File: config.mk
export PLATFORM = sky130hd
export DESIGN_NAME = mem_port_arbiter
export DESIGN_NICKNAME = d
export VERILOG_FILES = /design/src/rtl/mem_port_arbiter_pkg.sv /design/src/rtl/mem_port_arbiter.sv
export SDC_FILE = /design/constraint.sdc
export NUM_CORES = 1
export LEC_CHECK = 0
export ABC_AREA = 1
export CORE_MARGIN = 2
export CORE_UTILIZATION = 38
export DETAILED_ROUTE_END_ITERATION = 10
export GPL_TIMING_DRIVEN = 0
export HOLD_SLACK_MARGIN = 0.06
export PLACE_DENSITY = 0.81
export SETUP_SLACK_MARGIN = 0.2
export SLEW_MARGIN = 20
export SYNTH_ARGS = -nofsm -noshare
export SYNTH_HDL_FRONTEND = slang
export SYNTH_SLANG_ARGS = --single-unit
File: constraint.sdc
create_clock -name clk_i -period 2.14 [get_ports clk_i]
set_input_delay 0.428 -clock clk_i [delete_from_list [all_inputs] [get_ports clk_i]]
set_output_delay 0.428 -clock clk_i [all_outputs]
set_load 0.01 [all_outputs]
File: src/rtl/mem_port_arbiter_pkg.sv
// Shared types for the memory port arbiter.
//   arb_state_t : arbitration / issue / wait sequencing states
//   mem_owner_t : which requester owns the outstanding transaction
package mem_port_arbiter_pkg;

  typedef enum logic [1:0] {
    ARB_IDLE  = 2'd0,
    ARB_ISSUE = 2'd1,
    ARB_WAIT  = 2'd2
  } arb_state_t;

  typedef enum logic {
    MEM_OWNER_IF   = 1'b0,
    MEM_OWNER_DATA = 1'b1
  } mem_owner_t;

endpackage

File: src/rtl/mem_port_arbiter.sv
// Shares one memory port between instruction fetch and load/store.
// One transaction outstanding: arbitrate (IDLE) -> issue (ISSUE) -> await
// response (WAIT). Data has priority; a streak counter forces a fetch grant
// after STREAK_MAX consecutive data grants taken while fetch was waiting.
// Ports:
//   clk_i, reset_ni              : clock, async active-low reset
//   if_req_i/if_addr_i           : fetch request; if_gnt_o/if_rvalid_o pulses
//   d_req_i/d_we_i/d_be_i/
//   d_addr_i/d_wdata_i           : data request; d_gnt_o/d_rvalid_o pulses
//   rdata_o                      : response data for either requester
//   mem_req_o + mem_*_o          : registered memory request and payload
//   mem_gnt_i, mem_rvalid_i,
//   mem_rdata_i                  : memory handshake and response
module mem_port_arbiter
  import mem_port_arbiter_pkg::*;
#(
  parameter int unsigned ADDR_W     = 32,
  parameter int unsigned DATA_W     = 32,
  parameter int unsigned STREAK_MAX = 4
) (
  input  logic                clk_i,
  input  logic                reset_ni,
  input  logic                if_req_i,
  input  logic [ADDR_W-1:0]   if_addr_i,
  output logic                if_gnt_o,
  output logic                if_rvalid_o,
  input  logic                d_req_i,
  input  logic                d_we_i,
  input  logic [DATA_W/8-1:0] d_be_i,
  input  logic [ADDR_W-1:0]   d_addr_i,
  input  logic [DATA_W-1:0]   d_wdata_i,
  output logic                d_gnt_o,
  output logic                d_rvalid_o,
  output logic [DATA_W-1:0]   rdata_o,
  output logic                mem_req_o,
  output logic                mem_we_o,
  output logic [DATA_W/8-1:0] mem_be_o,
  output logic [ADDR_W-1:0]   mem_addr_o,
  output logic [DATA_W-1:0]   mem_wdata_o,
  input  logic                mem_gnt_i,
  input  logic                mem_rvalid_i,
  input  logic [DATA_W-1:0]   mem_rdata_i
);

  localparam int unsigned BE_W     = DATA_W / 8;
  localparam int unsigned STREAK_W = $clog2(STREAK_MAX + 1);
  localparam logic [STREAK_W-1:0] STREAK_LIMIT = STREAK_W'(STREAK_MAX);

  arb_state_t            state_q, state_d;
  mem_owner_t            owner_q;
  logic [STREAK_W-1:0]   streak_q;
  logic                  fetch_win, data_win;
  logic                  if_grant, d_grant;

  // Arbitration on current inputs; fetch only beats data once the streak is spent.
  always_comb begin
    fetch_win = if_req_i && (!d_req_i || (streak_q == STREAK_LIMIT));
    data_win  = d_req_i && !fetch_win;
    if_grant  = (state_q == ARB_IDLE) && fetch_win;
    d_grant   = (state_q == ARB_IDLE) && data_win;
  end

  // State register.
  always_ff @(posedge clk_i or negedge reset_ni) begin
    if (!reset_ni) state_q <= ARB_IDLE;
    else           state_q <= state_d;
  end

  // Next-state logic; handshakes outside their own state are ignored.
  always_comb begin
    state_d = state_q;
    unique case (state_q)
      ARB_IDLE:  if (if_req_i || d_req_i) state_d = ARB_ISSUE;
      ARB_ISSUE: if (mem_gnt_i)           state_d = ARB_WAIT;
      ARB_WAIT:  if (mem_rvalid_i)        state_d = ARB_IDLE;
      default:                            state_d = ARB_IDLE;
    endcase
  end

  // Outputs; grants are masked while reset is held so nothing pulses in reset.
  always_comb begin
    if_gnt_o    = 1'b0;
    d_gnt_o     = 1'b0;
    if_rvalid_o = 1'b0;
    d_rvalid_o  = 1'b0;
    mem_req_o   = (state_q == ARB_ISSUE);
    rdata_o     = mem_rdata_i;
    if (reset_ni) begin
      if_gnt_o = if_grant;
      d_gnt_o  = d_grant;
    end
    if ((state_q == ARB_WAIT) && mem_rvalid_i) begin
      if_rvalid_o = (owner_q == MEM_OWNER_IF);
      d_rvalid_o  = (owner_q == MEM_OWNER_DATA);
    end
  end

  // Owner and payload captured on the grant edge, held until the next grant.
  always_ff @(posedge clk_i or negedge reset_ni) begin
    if (!reset_ni) begin
      owner_q     <= MEM_OWNER_IF;
      mem_we_o    <= 1'b0;
      mem_be_o    <= '0;
      mem_addr_o  <= '0;
      mem_wdata_o <= '0;
    end else if (if_grant) begin
      owner_q     <= MEM_OWNER_IF;
      mem_we_o    <= 1'b0;
      mem_be_o    <= {BE_W{1'b1}};
      mem_addr_o  <= if_addr_i;
      mem_wdata_o <= '0;
    end else if (d_grant) begin
      owner_q     <= MEM_OWNER_DATA;
      mem_we_o    <= d_we_i;
      mem_be_o    <= d_be_i;
      mem_addr_o  <= d_addr_i;
      mem_wdata_o <= d_wdata_i;
    end
  end

  // Streak of data grants taken while fetch was waiting.
  always_ff @(posedge clk_i or negedge reset_ni) begin
    if (!reset_ni) begin
      streak_q <= '0;
    end else if (if_grant) begin
      streak_q <= '0;
    end else if (d_grant) begin
      if (!if_req_i)                   streak_q <= '0;
      else if (streak_q != STREAK_LIMIT) streak_q <= streak_q + STREAK_W'(1);
    end
  end

endmodule

==> run metrics <==
largest cells by area after synthesis=dfrtp_1 46%, nand2_1 22%, inv_1 10%; Rel. slew slack=35.86%; hold slack final=0.1030 ns; Final Non-Filler Cells=970; Avg Vias per Cell=4.479; Critical path origin=streak_q[1]$_DFFE_PN0P_; WL final=13040 µm; met3 Usage GRT=5.327%; RSZ-0062 raised after global routing=true; CTS Buf Count=9; required time at the worst-slack endpoint=1.71 ns; clock power share=16.8%; worst slew pin tran=0.9590 ns; Reg power frac=30.7%; main combinational cell family by area after synthesis=simple AND/OR/NAND/NOR gates; first-pass GRT wire length=20380 µm; Reg2Reg Depth=12; endpoints failing setup=0; DRC=0; Die Ht=107.8 µm; share of cells above drive strength 1=13.55%; gr busiest metal=met2; max-cap viol count=0; leakage power total=3.827 nW; Critical Path Sink Type=output pin; Cell Int Power=5.025 mW; vias in the first global route=4302; post-synthesis adder-cell area fraction=0.6107%; Arrival @ worst endpoint=1.60 ns; xor-xnor portion of the synthesized cell area=0%; Synth area leader=dfrtp_1; worst hold path class=input port to asynchronous set/reset pin; initial antenna violation count=0; Final Hold Vio Count=0; H-Tree Depth=3; CTS tree=built; Die Area=0.01163 mm²; wire length per cell=13.44 µm; critical path startpoint category=flip-flop; Core Area=0.01042 mm²; Sw Ratio=36.98%; sequential area share after synthesis=45.80%; clock latency on the worst-skew pair=0.34 ns; ANT cells=0; IO Pins=245; Overflow after GRT=0; Reg-to-Reg End=mem_addr_o[15]$_DFFE_PN0P_; Placer Congestion=0.7862; Die Width=107.8 µm; fin crit period=2.025 ns; critical path peak fanout=3; fraction of the mapped netlist area in simple logic gates=32.82%; PortBufs=212; row cnt=37; buffer levels on the longest clock path=2; #FFs+latches synth=75; total number of vias=4345; First DRT Iteration DRCs=273; Syn Std Cell Area=0.004098 mm²; Syn. warnings=0; Final Net Count=970; area grow syn2layout=69.47%; proportion of synthesized area in mux cells=0%; drt first pass iters=5; Reg area=0.001878 mm²; synthesized area per cell=7.065 µm²; clock root cell=clkbuf_8; placed instance count=929; Initial Util=39.34%; Fillers=904; Setup Skew=0.01169 ns; Sink Count=75; global-route usage over all layers=22.46%; synth unique cells=22; critical path class=flip-flop to output pin; IR drop worst, VDD=0.0006048 V; Final period util=94.63%; Max Clock Freq=493.8 MHz; r2r setup slk=0.46 ns; pwr dens=1148 mW/mm²; Synth top area share=45.80%; compound-cell area share of the yosys netlist=1.038%; Synth Net Count=721; GRT met1 Usage=26.21%; M2 GR Usage=40.34%; clock slew at reported path FFs=0.08 ns; Gate power share=52.5%; R2R Path Start=streak_q[1]$_DFFE_PN0P_; P_sw=2.948 mW; Antenna Violating Nets Remaining=0; Final Max Tran Viols=0; Post-Syn Instances=580; pin count of the biggest net entering global routing=39; status=completed; Post-DP HPWL=9613 µm; Multi-input gate area=0.001473 mm²
worst max-delay path, stage by stage (launching register included):
cell	delay, ns
dfrtp_1	0.40
inv_2	0.09
ha_4	0.14
nand2_4	0.05
nand2_4	0.09
nand2_4	0.07
buf_8	0.12
buf_6	0.10
nand3_2	0.07
inv_2	0.04
buf_6	0.11
how the worst max path moves through the flow:
stage,end,slack [ns],depth (start not counted)
global route,d_gnt_o,0.04,10
detailed placement,d_gnt_o,-0.83,8
CTS,d_gnt_o,0.07,10
global placement,d_gnt_o,-2.60,4
floorplan,d_gnt_o,0.35,9
finish,d_gnt_o,0.11,10
cell type report:
cell class	instances	share of cell area, %
multi-input combinational	334	21.21
buffer	61	6.126
tap	136	2.450
clock buffer	11	2.036
clock inverter	5	1.441
inverter	110	5.946
timing repair buffer	238	33.75
sequential	75	27.05
layer usage:
metal | part of all wire, % | wire length [µm]
met1 | 40 | 5224
met2 | 51 | 6658
met3 | 7.3 | 958
met4 | 1.5 | 194
met5 | 0 | 0
logic make-up (layout without fill, tap and decap cells):
family | after synthesis | after routing
and+or+nand+nor | 325 | 325
AOI/OAI and AO/OA | 7 | 7
buffers and inverters | 171 | 425
DFF | 75 | 75
adders and majority gates | 2 | 2
synthesized netlist by cell type:
master / instances
clkbuf_1: 5
dfrtp_1: 75
nor2_2: 1
nor2_1: 6
nand4_1: 2
o21ai_0: 3
nor2_4: 1
o21ai_2: 1
ha_1: 2
nand2_1: 239
o22ai_1: 1
o21ai_1: 1
buf_2: 16
nand3_1: 68
inv_1: 109
buf_4: 37
buf_6: 1
nand3b_1: 4
buf_1: 2
or2_2: 4
o31ai_1: 1
inv_2: 1
flip-flops by register name, summed over array words and instances, names as in the netlist:
| signal | count |
|---|---|
| mem_we_o | 1 |
| streak_q | 3 |
| mem_addr_o | 32 |
| owner_q | 1 |
| mem_be_o | 4 |
| state_q | 2 |
| mem_wdata_o | 32 |
stage by stage:
stage / setup slack (ns) / utilization [%] / area, µm² / total power, mW / TNS [ns]
2_1_floorplan: 0.3493 / - / 4098 / 4.342 / 0
5_1_grt: 0.04380 / 66.67 / 6944 / 8.557 / 0
3_3_place_gp: -2.597 / 61.35 / 6390 / 6.271 / -159.20
6_report: 0.1149 / 66.67 / 6944 / 7.973 / 0
3_5_place_dp: -0.8334 / 61.51 / 6407 / 6.406 / -2.779
4_1_cts: 0.07426 / 66.05 / 6880 / 7.975 / 0
cells in the final DEF, fill, tap and decap left out, types with 2 or more instances in the layout:
cell	n
clkinv_2	2
nand2_4	3
buf_4	56
dlygate4sd2_1	4
clkdlybuf4s50_1	204
nand2_1	236
nand3b_1	4
nor2_4	2
buf_1	2
inv_1	106
buf_6	6
o21ai_0	3
or2_2	4
nand3_1	66
bufinv_16	3
buf_2	14
dlygate4sd3_1	4
clkbuf_1	6
nand4_1	2
buf_12	2
clkbuf_8	10
dfrtp_1	74
inv_2	4
nor2_1	5
power groups by stage:
stage | registers (mW) | clock network, mW | logic, mW
floorplan | 2.71 | 0 | 1.63
global placement | 2.42 | 0 | 3.85
detailed placement | 2.46 | 0 | 3.95
CTS | 2.44 | 1.36 | 4.18
global route | 2.52 | 1.42 | 4.62
finish | 2.45 | 1.34 | 4.19
timing repair:
item	in CTS	in global routing
resized for setup	34	6
endpoints found under the hold margin	1	0
endpoints found under the setup margin	5	2
setup buffers	17	4
pin swaps	4	3
hold buffers	4	0
(Power assumes the default switching activity.)
